`config.mk`:
```
export PLATFORM = sky130hd
export DESIGN_NAME = alarm_ctrl
export DESIGN_NICKNAME = d
export VERILOG_FILES = /design/src/rtl/alarm_pkg.sv /design/src/rtl/alarm_ctrl.sv
export SDC_FILE = /design/constraint.sdc
export NUM_CORES = 1
export LEC_CHECK = 0
export BUFFER_PORTS_ARGS = -buffer_cell sky130_fd_sc_hd__buf_4
export CAP_MARGIN = 40
export CORE_MARGIN = 2
export CORE_UTILIZATION = 30
export CTS_CLUSTER_SIZE = 30
export DETAILED_ROUTE_END_ITERATION = 8
export GPL_TIMING_DRIVEN = 0
export SYNTH_ARGS = -nofsm -noshare
export SYNTH_HDL_FRONTEND = slang
export SYNTH_SLANG_ARGS = --single-unit
```
`constraint.sdc`:
```
create_clock -name clk -period 2.5 [get_ports clk]
set_input_delay 0.125 -clock clk [delete_from_list [all_inputs] [get_ports clk]]
set_output_delay 0.125 -clock clk [all_outputs]
set_load 0.1 [all_outputs]
```
`src/rtl/alarm_pkg.sv`:
```
// Shared alarm/time-counter definitions: state encoding, time limits and field widths.
// Reused by the 24 h time counter so both agree on hour/minute formats.
package alarm_pkg;

    localparam int HOUR_W = 6;
    localparam int MIN_W  = 7;
    localparam int TMR_W  = 6;
    localparam int CNT_W  = 2;

    localparam logic [HOUR_W-1:0] MAX_HOUR = 6'd23;
    localparam logic [MIN_W-1:0]  MAX_MIN  = 7'd59;

    typedef enum logic [1:0] {
        ST_DISARMED = 2'd0,
        ST_ARMED    = 2'd1,
        ST_RINGING  = 2'd2,
        ST_SNOOZING = 2'd3
    } alarm_state_e;

    function automatic logic time_valid(input logic [HOUR_W-1:0] h, input logic [MIN_W-1:0] m);
        return (h <= MAX_HOUR) && (m <= MAX_MIN);
    endfunction

endpackage

```
`src/rtl/alarm_ctrl.sv`:
```
// Alarm clock controller: arm/match/ring/snooze/timeout FSM driven by minute events.
// All outputs registered; ring and state follow a minute match one cycle later.
module alarm_ctrl
    import alarm_pkg::*;
#(
    parameter int SNOOZE_MIN = 9,
    parameter int RING_MIN   = 5,
    parameter int MAX_SNOOZE = 3
) (
    input  logic       clk,
    input  logic       rstn,
    input  logic [5:0] hour,
    input  logic [6:0] min,
    input  logic       set_en,
    input  logic [5:0] set_hour,
    input  logic [6:0] set_min,
    input  logic       arm,
    input  logic       snooze,
    input  logic       stop,
    output logic       ring,
    output logic [1:0] state,
    output logic [1:0] snooze_cnt,
    output logic       missed,
    output logic       set_err
);

    localparam logic [TMR_W-1:0] SNOOZE_LD  = TMR_W'(SNOOZE_MIN);
    localparam logic [TMR_W-1:0] RING_LAST  = TMR_W'(RING_MIN - 1);
    localparam logic [CNT_W-1:0] SNOOZE_LIM = CNT_W'(MAX_SNOOZE);

    alarm_state_e      state_q;
    logic              ring_q;
    logic [CNT_W-1:0]  cnt_q;
    logic              missed_q;
    logic              set_err_q;
    logic [HOUR_W-1:0] al_hour_q;
    logic [MIN_W-1:0]  al_min_q;
    logic [MIN_W-1:0]  min_q;
    logic              arm_q;
    logic [TMR_W-1:0]  ring_tmr_q;
    logic [TMR_W-1:0]  snz_tmr_q;

    logic mev;
    logic set_ok;
    logic match;
    logic active;

    // min_q resets to the counter's reset value, so no minute event right after reset
    assign mev    = (min != min_q);
    assign set_ok = set_en && time_valid(set_hour, set_min);
    assign match  = mev && (hour == al_hour_q) && (min == al_min_q);
    assign active = (state_q == ST_RINGING) || (state_q == ST_SNOOZING);

    always_ff @(posedge clk or negedge rstn) begin
        if (!rstn) begin
            state_q    <= ST_DISARMED;
            ring_q     <= 1'b0;
            cnt_q      <= '0;
            missed_q   <= 1'b0;
            set_err_q  <= 1'b0;
            al_hour_q  <= '0;
            al_min_q   <= '0;
            min_q      <= '0;
            arm_q      <= 1'b0;
            ring_tmr_q <= '0;
            snz_tmr_q  <= '0;
        end else begin
            min_q     <= min;
            arm_q     <= arm;
            set_err_q <= set_en && !set_ok;
            if (set_ok) begin
                al_hour_q <= set_hour;
                al_min_q  <= set_min;
            end
            if (arm && !arm_q) begin
                missed_q <= 1'b0;
            end

            if (!arm) begin
                state_q <= ST_DISARMED;
                ring_q  <= 1'b0;
                cnt_q   <= '0;
            end else if (set_ok && active) begin
                state_q <= ST_ARMED;
                ring_q  <= 1'b0;
                cnt_q   <= '0;
            end else if (stop && active) begin
                state_q  <= ST_ARMED;
                ring_q   <= 1'b0;
                cnt_q    <= '0;
                missed_q <= 1'b0;
            end else begin
                unique case (state_q)
                    ST_DISARMED: state_q <= ST_ARMED;
                    ST_ARMED: begin
                        if (match) begin
                            state_q    <= ST_RINGING;
                            ring_q     <= 1'b1;
                            ring_tmr_q <= '0;
                        end
                    end
                    ST_RINGING: begin
                        if (snooze && (cnt_q < SNOOZE_LIM)) begin
                            state_q   <= ST_SNOOZING;
                            ring_q    <= 1'b0;
                            cnt_q     <= cnt_q + 2'd1;
                            snz_tmr_q <= SNOOZE_LD;
                        end else if (mev) begin
                            if (ring_tmr_q == RING_LAST) begin
                                state_q  <= ST_ARMED;
                                ring_q   <= 1'b0;
                                cnt_q    <= '0;
                                missed_q <= 1'b1;
                            end else begin
                                ring_tmr_q <= ring_tmr_q + 6'd1;
                            end
                        end
                    end
                    ST_SNOOZING: begin
                        if (mev) begin
                            if (snz_tmr_q == 6'd1) begin
                                state_q    <= ST_RINGING;
                                ring_q     <= 1'b1;
                                ring_tmr_q <= '0;
                                snz_tmr_q  <= '0;
                            end else begin
                                snz_tmr_q <= snz_tmr_q - 6'd1;
                            end
                        end
                    end
                endcase
            end
        end
    end

    assign ring       = ring_q;
    assign state      = state_q;
    assign snooze_cnt = cnt_q;
    assign missed     = missed_q;
    assign set_err    = set_err_q;

endmodule

```
# ---- Yosys cells after proc, flatten, opt, wreduce, memory -nomap -nowiden
# Cells that the tools add are included.
dict set report classes {
  addsub 3
  n_mul 0
  div_mod_pow 0
  n_lt_le_gt_ge 3
  eq_ne 24
  n_shift 0
  n_mux 46
  n_bitwise 2
  n_reduce_logical 20
}
# operator n
set op_table {}
lappend op_table {{$mux W6} 9}
lappend op_table {{$mux W2} 16}
lappend op_table {{$pmux W6 S3} 1}
lappend op_table {{$mux W1} 17}
lappend op_table {{$pmux W6 S2} 1}
lappend op_table {{$reduce_and A6 Y1} 2}
lappend op_table {{$ne A2 B2 Y1 const B} 5}
lappend op_table {{$ne A5 B1 Y1 const B} 2}
lappend op_table {{$reduce_and A10 Y1} 1}
lappend op_table {{$logic_and A1 B1 Y1} 9}
lappend op_table {{$pmux W2 S4} 1}
lappend op_table {{$eq A7 B7 Y1} 1}
lappend op_table {{$le A7 B6 Y1 const B} 1}
lappend op_table {{$ne A7 B7 Y1} 1}
lappend op_table {{$add A6 B1 Y6 const B} 1}
lappend op_table {{$eq A6 B1 Y1 const B} 1}
lappend op_table {{$eq A6 B3 Y1 const B} 1}
lappend op_table {{$eq A6 B6 Y1} 1}
lappend op_table {{$le A6 B5 Y1 const B} 1}
lappend op_table {{$ne A6 B1 Y1 const B} 1}
lappend op_table {{$ne A6 B2 Y1 const B} 1}
lappend op_table {{$ne A6 B3 Y1 const B} 1}
lappend op_table {{$sub A6 B1 Y6 const B} 1}
lappend op_table {{$ne A5 B2 Y1 const B} 1}
lappend op_table {{other kinds (17)} 21}
dict set report word_totals {
  reg_bits 40
  latch_bits 0
  mem_bits_rw 0
  romBits 0
  in_bits 32
  output_inout_bits 7
  elab_cells 109
  memories 0
}

# ---- Longest topological paths before layout
# Gate-level depths: netlist of run 1.
dict set report depth {
  depth_word 10
  mapped_depth 7
}

# ---- Least setup slack after synthesis of run 1
# Ideal clock, no wire load.
dict set report synth_path {
  path_kind {register to register}
  start {register state_q[0], in the netlist state[0]}
  end {register ring_tmr_q[4]}
  setup_time_ns 0.124
  t_arrival_ns 2.233
  t_required_ns 2.376
  slack_ns 0.144
  stages_incl_launch_ff 7
  period_less_slack_ns 2.356
  path_cell_list {dfrtp_1 clkbuf_1 nand2_1 or2_1 o2111a_2 and2_4 a211o_1}
}
dict set report synth_via {
  elab_chain_len 5
  word_cells_on_any_way 17
}
# element line_no
set synth_rtl {}
lappend synth_rtl {{start: declaration} alarm_ctrl.sv:31} ;# alarm_state_e state_q;
lappend synth_rtl {{start signal: assignment} alarm_ctrl.sv:56} ;# state_q <= ST_DISARMED;
lappend synth_rtl {{start signal: assignment} alarm_ctrl.sv:80} ;# state_q <= ST_DISARMED;
lappend synth_rtl {{start signal: assignment} alarm_ctrl.sv:84} ;# state_q <= ST_ARMED;
lappend synth_rtl {{$eq A2 B2 Y1} {alarm_ctrl.sv:52, alarm_ctrl.sv:93}}
lappend synth_rtl {{$logic_or A1 B1 Y1} alarm_ctrl.sv:52} ;# assign active = (state_q == ST_RINGING) || (state_q == ST_SNOOZING);
lappend synth_rtl {{$logic_and A1 B1 Y1, on equally long branches} {alarm_ctrl.sv:87, alarm_ctrl.sv:83}}
lappend synth_rtl {{$not A1 Y1 (no line)} --}
lappend synth_rtl {{$reduce_and A10 Y1 (no line)} --}
lappend synth_rtl {{end signal: assignment} alarm_ctrl.sv:115} ;# ring_tmr_q <= ring_tmr_q + 6'd1;
lappend synth_rtl {{end: declaration} alarm_ctrl.sv:40} ;# logic [TMR_W-1:0] ring_tmr_q;
# Parallel ways exist; a longest one is shown, timed or not.
# A chain may end at the register's enable or synchronous reset.

# ---- Final worst setup path of run 1
dict set report layout_path {
  start {input min[4]}
  end {register ring_tmr_q[5]}
}
dict set report layout_via {
  elab_chain_len 5
  word_cells_on_any_way 8
}
# element line_no
set layout_rtl {}
lappend layout_rtl {{start: declaration} alarm_ctrl.sv:13} ;# input logic [6:0] min,
lappend layout_rtl {{$ne A7 B7 Y1} alarm_ctrl.sv:49} ;# assign mev = (min != min_q);
lappend layout_rtl {{$logic_and A1 B1 Y1 (2 in series)} alarm_ctrl.sv:51} ;# assign match = mev && (hour == al_hour_q) && (min == al_min_q);
lappend layout_rtl {{$ne A2 B2 Y1 (no line)} --}
lappend layout_rtl {{$reduce_and A10 Y1 (no line) *} --}
# Every way passes the cells marked *; elsewhere a longest branch is shown, timed or not.

==> results.md, run 1 <==
* Post-synth cell types at 44
* Power Total at 1.50 mW
* Synth Area in Adders at 2.99%
* Final slew viol count at 0
* RSZ-0062 raised after global routing: no
* Synth area leaders: dfrtp_1 48%, xor2_1 5.0%, nand2_1 4.8%, xnor2_1 3.3%, mux2_2 3.2%
* Clk slew on worst S/H paths at 0.08 ns
* HP Class: input pin to flip-flop
* Slowest stage cell, crit path: dlygate4sd3_1
* Post-synthesis compound-gate area fraction at 14.7%
* WL met2 at 2150 µm
* Die height at 87.6 µm
* Setup TNS Final at 0 ns
* Fill cells at 677
* Crit path kind: input pin to flip-flop
* Synthesized area at 2100 µm²
* Slew @ Worst Pin at 0.700 ns
* Final Hold Viols at 0
* Die ar. at 7670 µm²
* DR DRC count at 0
* Power per cell area at 553 nW/µm²
* DR iter-0 viols at 92
* Leak at 1.21 nW
* # resized after CTS at 0
* Area growth from synthesis to layout at 29.4%
* # rows at 30
* GRT Total Usage at 13.3%
* Wl on met1 at 2190 µm
* Yosys warning count at 0
* Io pins at 39
* Drt wl/cell at 12.8 µm
* Metal3 WL at 125 µm
* Setup Skew at 0.00755 ns
* Nets@finish at 294
* Share of the synthesized area in the top cell type at 47.8%
* Die W at 87.6 µm
* Async set-reset flop share out of synthesis at 100%
* Sink Count at 40
* CP endpoint kind: flip-flop
* Pre-Repair DR Iteration Count at 4
* Mapped Nets at 240
* Leading area contributor after synthesis: dfrtp_1
* Share of cells above drive strength 1 at 24.0%
* CP bufs+invs at 2
* CTS root buf: clkbuf_8
* Initial antenna violation count at 0
* Total Wirelength at 4550 µm
* Cells after Synth at 203
* HPWL after DPL at 3360 µm
* Gpl congestion at 0.784
* Highest metal used: met4
* Crit-path cells: dlygate4sd3_1, buf_4, xnor2_1, nand4_1, nor4_1, a211o_1, nand3_1, o31ai_1
* Clk Latency, worst-skew pair at 0.29 ns
* Synth Area in Simple Gates at 20.1%
* Worst path max stage delay at 0.54 ns
* Outcome: finished clean
* Post-synthesis mux area share at 4.18%
* Avg Synthesized Cell Area at 10.3 µm²
* PortBufs at 38
* Ant. Diodes at 0
* F_max at 0.452 GHz
* Seq/Total Area, Yosys at 47.8%
* WP data required at 2.70 ns
* Startpoint Class: input pin
* Primary FF master, synth: dfrtp_1
* Core box area at 6790 µm²
* Largest net degree at the start of global routing at 41
* Number of vias in the routed layout at 1637
* Crit-path max FO at 6
* Initial Util at 30.8%
* Crit path arrival time at 2.41 ns
* TritonCTS Buffers at 5
* Final Critical Period at 2.21 ns
* First-pass GRT wire length at 7980 µm
* EDFF count, synth at 0
* Synth Register Bits at 40
* Post-Synth XOR/XNOR Area at 8.36%
* Max cap viols at 0
* Max IR drop VDD at 0.309 mV
* DR vias/cell at 4.62
* Top cell family by delay on the critical path: simple AND/OR/NAND/NOR gates
* CTS tree: done
* Clock Path Buffers at 2
* H-Tree Depth at 2
* Post-DRT Antenna Nets at 0
* Vias in the first global route at 1682
* Main combinational cell family by area after synthesis: simple AND/OR/NAND/NOR gates
* Final setup fails at 0
* Final worst path period share at 88.4%
* Slew headroom at 52.9%
* GRT overflow at 0
==> synthesized netlist by cell type, types with 5 or more instances <==
| library cell | number |
|---|---|
| dfrtp_1 | 40 |
| nand2_1 | 27 |
| nor2_1 | 14 |
| xor2_1 | 12 |
| xnor2_1 | 8 |
| o21ai_0 | 7 |
| inv_1 | 6 |
| mux2_2 | 6 |
| nand3_1 | 6 |
| and3_1 | 5 |
| ha_1 | 5 |
| nand4_1 | 5 |
| nor3_1 | 5 |
==> through the flow <==
step	utilization, %	hold WS [ns]	area [µm²]	std cells	worst slack [ns]
after CTS	39.9	0.00723	2710	354	0.303
after floorplan	-	-0.171	2100	203	0.144
after global placement	36.8	0.147	2500	337	0.409
after detailed placement	36.8	0.139	2500	337	0.385
final	39.9	0.0132	2710	354	0.289
after global routing	39.9	0.00168	2710	354	0.104
==> logic make-up after synthesis <==
group | after synthesis
compound gates | 39
xor+xnor | 20
fa+ha+maj | 5
buf+inv | 10
flops | 40
mux | 8
simple gates | 81
==> where the power goes <==
group	switching, mW	leakage [nW]	total (mW)	internal (mW)
logic	0.107	0.630	0.219	0.112
clock network	0.230	0.0614	0.556	0.326
registers	0.0313	0.517	0.724	0.693
total	0.368	1.21	1.50	1.13
==> worst register-to-register path: stages (launching register included) <==
cell and delay [ns]:
dfrtp_1 0.42, xnor2_1 0.15, nand4_1 0.10, nor4_1 0.54, a211o_1 0.33, nand3_1 0.19
o31ai_1 0.27
==> cell type report <==
cell class / instances / area (µm²) / area share [%]
multi-input cells: 153 / 1060 / 38.9
flip-flops and latches: 40 / 1000 / 36.9
repair buffers: 47 / 375 / 13.8
well taps: 96 / 120 / 4.43
clock buffers: 6 / 82.6 / 3.04
clock inverters: 2 / 38.8 / 1.43
inverters: 6 / 22.5 / 0.830
plain buffers: 4 / 16.3 / 0.600
==> layer usage <==
layer	global-route usage, %	vias to the layer above
met5	0	-
met1	18.1	776
li1	-	827
met2	21.4	28
met4	4.62	0
met3	2.36	6
==> cells in the final DEF (no fill, tap or decap), drive strengths merged, types with 2 or more instances in the layout <==
cell type,netlist,layout
a211o,3,3
a211oi,2,2
a21boi,3,3
a21oi,4,4
a22o,2,2
a31o,2,2
and2,4,4
and3,5,5
buf,1,39
clkbuf,3,9
dfrtp,40,40
dlygate4sd3,0,9
ha,5,5
inv,6,6
mux2,6,6
mux2i,2,2
nand2,27,27
nand2b,4,4
nand3,6,6
nand4,5,5
nor2,14,14
nor2b,3,3
nor3,6,6
nor4,3,3
o211ai,3,3
o21ai,7,7
o21bai,3,3
o2bb2ai,2,2
o31ai,4,4
xnor2,8,8
xor2,12,12
==> final timing paths <==
path | start | end | slack, ns | cells after the start
worst max-delay path | min[4] | ring_tmr_q[5]$_DFFE_PN0P_ | 0.29 | 8
worst min-delay path | set_hour[0] | al_hour_q[0]$_DFFE_PN0N_ | 0.01 | 3
min in group asynchronous | rstn | al_hour_q[1]$_DFFE_PN0N_ | 0.36 | 2
worst max register to register | al_min_q[4]$_DFFE_PN0N_ | ring_tmr_q[5]$_DFFE_PN0P_ | 0.39 | 6
worst min register to register | ring_tmr_q[5]$_DFFE_PN0P_ | ring_tmr_q[5]$_DFFE_PN0P_ | 0.47 | 1
max in group asynchronous | rstn | snz_tmr_q[5]$_DFFE_PN0P_ | 1.79 | 2
==> flip-flops by register name (all words and copies together) (netlist names) <==
register and count:
al_hour_q 6, al_min_q 7, arm_q 1, min_q 7, missed 1, ring 1, ring_tmr_q 6, set_err 1
snooze_cnt 2, snz_tmr_q 6, state 2
==> what timing repair did <==
item | 4_1_cts | 5_1_grt
setup buffers | 0 | 0
endpoints found under the hold margin | 48 | 0
hold buffers | 9 | 0
Power figures use the tool's default switching activity.
==> inputs of run 2 (changes only) <==
Settings changed: ABC_AREA from default to 1.
==> results.md, run 2 <==
* Outcome: finished clean
* Slew @ Worst Pin at 0.519 ns (-0.181 ns)
* TritonCTS Buffers at 5 (unchanged)
* GRT Total Usage at 12.9% (-0.44 points)
* Post-synth cell types at 34 (-23%)
* Ant. Diodes at 0 (unchanged)
* Synthesized area at 2380 µm² (+13%)
* Startpoint Class: flip-flop
* Commonest cells after routing, fill and taps aside: 99 x nand2_1, 53 x inv_1, 40 x buf_4, 40 x dfrtp_1, 26 x nor2_1
* Final slew viol count at 0 (unchanged)
* Post-synth top cells: 99 x nand2_1, 53 x inv_1, 40 x dfrtp_1
* Io pins at 39 (unchanged)
* WP data required at 2.68 ns (-0.02 ns)
* Worst setup margin at 0.748 ns (+0.459 ns)
* Leak at 1.57 nW (+30%)
* WHS Endpoint: set_err$_DFF_PN0_
* First-pass GRT wire length at 8940 µm (+12%)
* Final cell count without fillers at 476 (+34%)
* DR iter-0 viols at 107 (+16%)
* HPWL after DPL at 3810 µm (+13%)
* Async set-reset flop share out of synthesis at 100% (unchanged)
* Sequential Power Share at 36.8% (-12 points)
* R2r startpoint: snooze_cnt[0]$_DFFE_PN0P_
* Cell with the most instances after synthesis: nand2_1
* DR DRC count at 0 (unchanged)
* Pre-Repair DR Iteration Count at 4 (unchanged)
* Worst hold start: set_en
* Primary FF master, synth: dfrtp_1
* Power Total at 2.40 mW (+60%)
* DP Cell Count at 459 (+36%)
* Hold path depth at 3 (unchanged)
* Max cap viols at 0 (unchanged)
* PortBufs at 38 (unchanged)
* Synth area leaders: dfrtp_1 42%, nand2_1 16%, inv_1 8.4%, nor2_1 4.1%, nand3_1 2.9%
* Initial antenna violation count at 0 (unchanged)
* Clock power frac at 18.7% (-18 points)
* WL met2 at 2390 µm (+11%)
* Commonest non-fill, non-tap cell in the layout: nand2_1
* Final setup fails at 0 (unchanged)
* # resized after CTS at 0 (unchanged)
* Total Wirelength at 5030 µm (+11%)
* Largest net degree at the start of global routing at 41 (unchanged)
* Number of vias in the routed layout at 2044 (+25%)
* Gpl congestion at 0.747 (-4.8%)
* Comb pwr share at 44.5% (+30 points)
* Final Hold Viols at 0 (unchanged)
* CTS root buf: clkbuf_8
* Sw frac at 43.6% (+19 points)
* CP endpoint kind: flip-flop
* Sink Count at 40 (unchanged)
* Wl on met1 at 2480 µm (+13%)
* Drt wl/cell at 10.6 µm (-18%)
* Final worst path period share at 70.1% (-18 points)
* Yosys warning count at 0 (unchanged)
* Crit path kind: flip-flop to flip-flop
* Cells after Synth at 319 (+57%)
* Share of the synthesized area in the top cell type at 42.1% (-5.7 points)
* Clock Path Buffers at 2 (unchanged)
* Power per cell area at 807 nW/µm² (+46%)
* Leading area contributor after synthesis: dfrtp_1
* Top Registers: al_min_q: 7 flops, min_q: 7 flops
* Vias in the first global route at 2004 (+19%)
* Crit-path max FO at 10 (+4)
* Die height at 93.0 µm (+6.2%)
* Clk Latency, worst-skew pair at 0.29 ns (about the same)
* Clk slew on worst S/H paths at 0.08 ns (about the same)
* Setup Skew at 0.00773 ns (+0.000181 ns)
* GRT overflow at 0 (unchanged)
* Reg2Reg Depth at 10 (+4)
* Core box area at 7690 µm² (+13%)
* FF-to-FF setup slack at 0.75 ns (+0.36 ns)
* DR vias/cell at 4.29 (-7.1%)
* Slew headroom at 65.4% (+12 points)
* Area growth from synthesis to layout at 24.9%
* Share of cells above drive strength 1 at 20.9% (-3.2 points)
* P_sw at 1.05 mW (+180%)
* # rows at 32 (+6.7%)
* Max IR drop VDD at 0.473 mV (+53%)
* Setup TNS Final at 0 ns (unchanged)
* Mapped Nets at 356 (+48%)
* Metal3 WL at 96 µm (-23%)
* Crit path arrival time at 1.93 ns (-0.48 ns)
* Internal power at 1.35 mW (+20%)
* H-Tree Depth at 2 (unchanged)
* Avg Synthesized Cell Area at 7.46 µm² (-28%)
* Initial Util at 30.9% (+0.094 points)
* Seq/Total Area, Yosys at 42.1% (-5.7 points)
* EDFF count, synth at 0 (unchanged)
* RSZ-0062 raised after global routing: no
* F_max at 0.571 GHz (+26%)
* Final Critical Period at 1.75 ns (-0.459 ns)
* Die W at 93.0 µm (+6.2%)
* RR Endpoint: snz_tmr_q[1]$_DFFE_PN0P_
* Highest metal used: met4
* CTS tree: done
* Die ar. at 8660 µm² (+13%)
* Synth Register Bits at 40 (unchanged)
* Post-DRT Antenna Nets at 0 (unchanged)
* HP Class: input pin to flip-flop
* Nets@finish at 410 (+39%)
* Pre-CTS setup slack at 0.746 ns (+0.361 ns)
==> run 2: cell count changes after synthesis, sizes merged, moves of 5 or more <==
cell	change
and3	-5
o21ai	+15
inv	+50
nand2	+81
xor2	-8
nand3	+10
mux2	-5
nor3	-5
nor2	+18
a21oi	+7
==> run 2: worst max-delay path, stage by stage (launching register included) <==
cell and delay [ns]:
dfrtp_1 0.42, ha_1 0.22, nor2_2 0.20, inv_1 0.08, nor2_1 0.15, inv_1 0.09
o21ai_0 0.08, nand2_1 0.11, buf_4 0.18, nand2_1 0.06, o31ai_1 0.06
==> run 2: cell type report <==
cell class | instances | area, µm²
buffer | 5 | 33.8
timing repair buffer | 47 | 375
fill | 840 | 4720
tap | 102 | 128
inverter | 56 | 210
multi-input combinational | 218 | 1130
clock buffer | 8 | 90.1
sequential | 40 | 1000
==> run 2: kinds of logic after synthesis <==
family | share of synthesized area (%)
AND/OR/NAND/NOR | 32.5
buffers and inverters | 10.3
flip-flops | 42.1
AO/OA/AOI/OAI | 8.79
XOR/XNOR | 3.31
adder cells (fa/ha/maj) | 2.63
multiplexers | 0.473
==> run 2: per-layer routing <==
layer  vias up  track usage (%)
met5         -                0
met2        17             21.3
li1       1083                -
met4         0             3.68
met3         5             2.42
met1       939             17.2
==> run 2: timing repair <==
item                                    in CTS  in global routing
endpoints found under the setup margin       0                  0
hold endpoints to repair                    48                  0
hold buffers                                 9                  0
buffers inserted                             0                  0
==> run 2: how the worst max path moves through the flow <==
stage / cells after the start / start / end / slack [ns]
3_3_place_gp: 10 / snooze_cnt[0]$_DFFE_PN0P_ / snz_tmr_q[1]$_DFFE_PN0P_ / 0.73
6_report: 10 / snooze_cnt[0]$_DFFE_PN0P_ / snz_tmr_q[1]$_DFFE_PN0P_ / 0.75
2_1_floorplan: 11 / snooze_cnt[0]$_DFFE_PN0P_ / ring_tmr_q[2]$_DFFE_PN0P_ / 0.30
4_1_cts: 10 / snooze_cnt[0]$_DFFE_PN0P_ / snz_tmr_q[1]$_DFFE_PN0P_ / 0.73
3_5_place_dp: 10 / snooze_cnt[0]$_DFFE_PN0P_ / snz_tmr_q[1]$_DFFE_PN0P_ / 0.75
5_1_grt: 10 / snooze_cnt[0]$_DFFE_PN0P_ / snz_tmr_q[5]$_DFFE_PN0P_ / 0.58
==> run 2: stage by stage <==
step           hold WS [ns]  area [µm²]  util, %
5_1_grt              0.0803        2970     38.7
2_1_floorplan        -0.171        2380        -
3_5_place_dp          0.147        2790     36.3
3_3_place_gp          0.143        2790     36.3
6_report             0.0824        2970     38.7
4_1_cts              0.0753        2970     38.7
==> run 2: power by group through the flow <==
| stage | Sequential, mW | Clock (mW) | Combinational, mW |
|---|---|---|---|
| after CTS | 0.884 | 0.460 | 1.08 |
| after global placement | 0.893 | 0 | 1.05 |
| after global routing | 0.902 | 0.492 | 1.20 |
| after floorplan | 1.08 | 0 | 0.626 |
| final | 0.882 | 0.449 | 1.07 |
| after detailed placement | 0.896 | 0 | 1.06 |
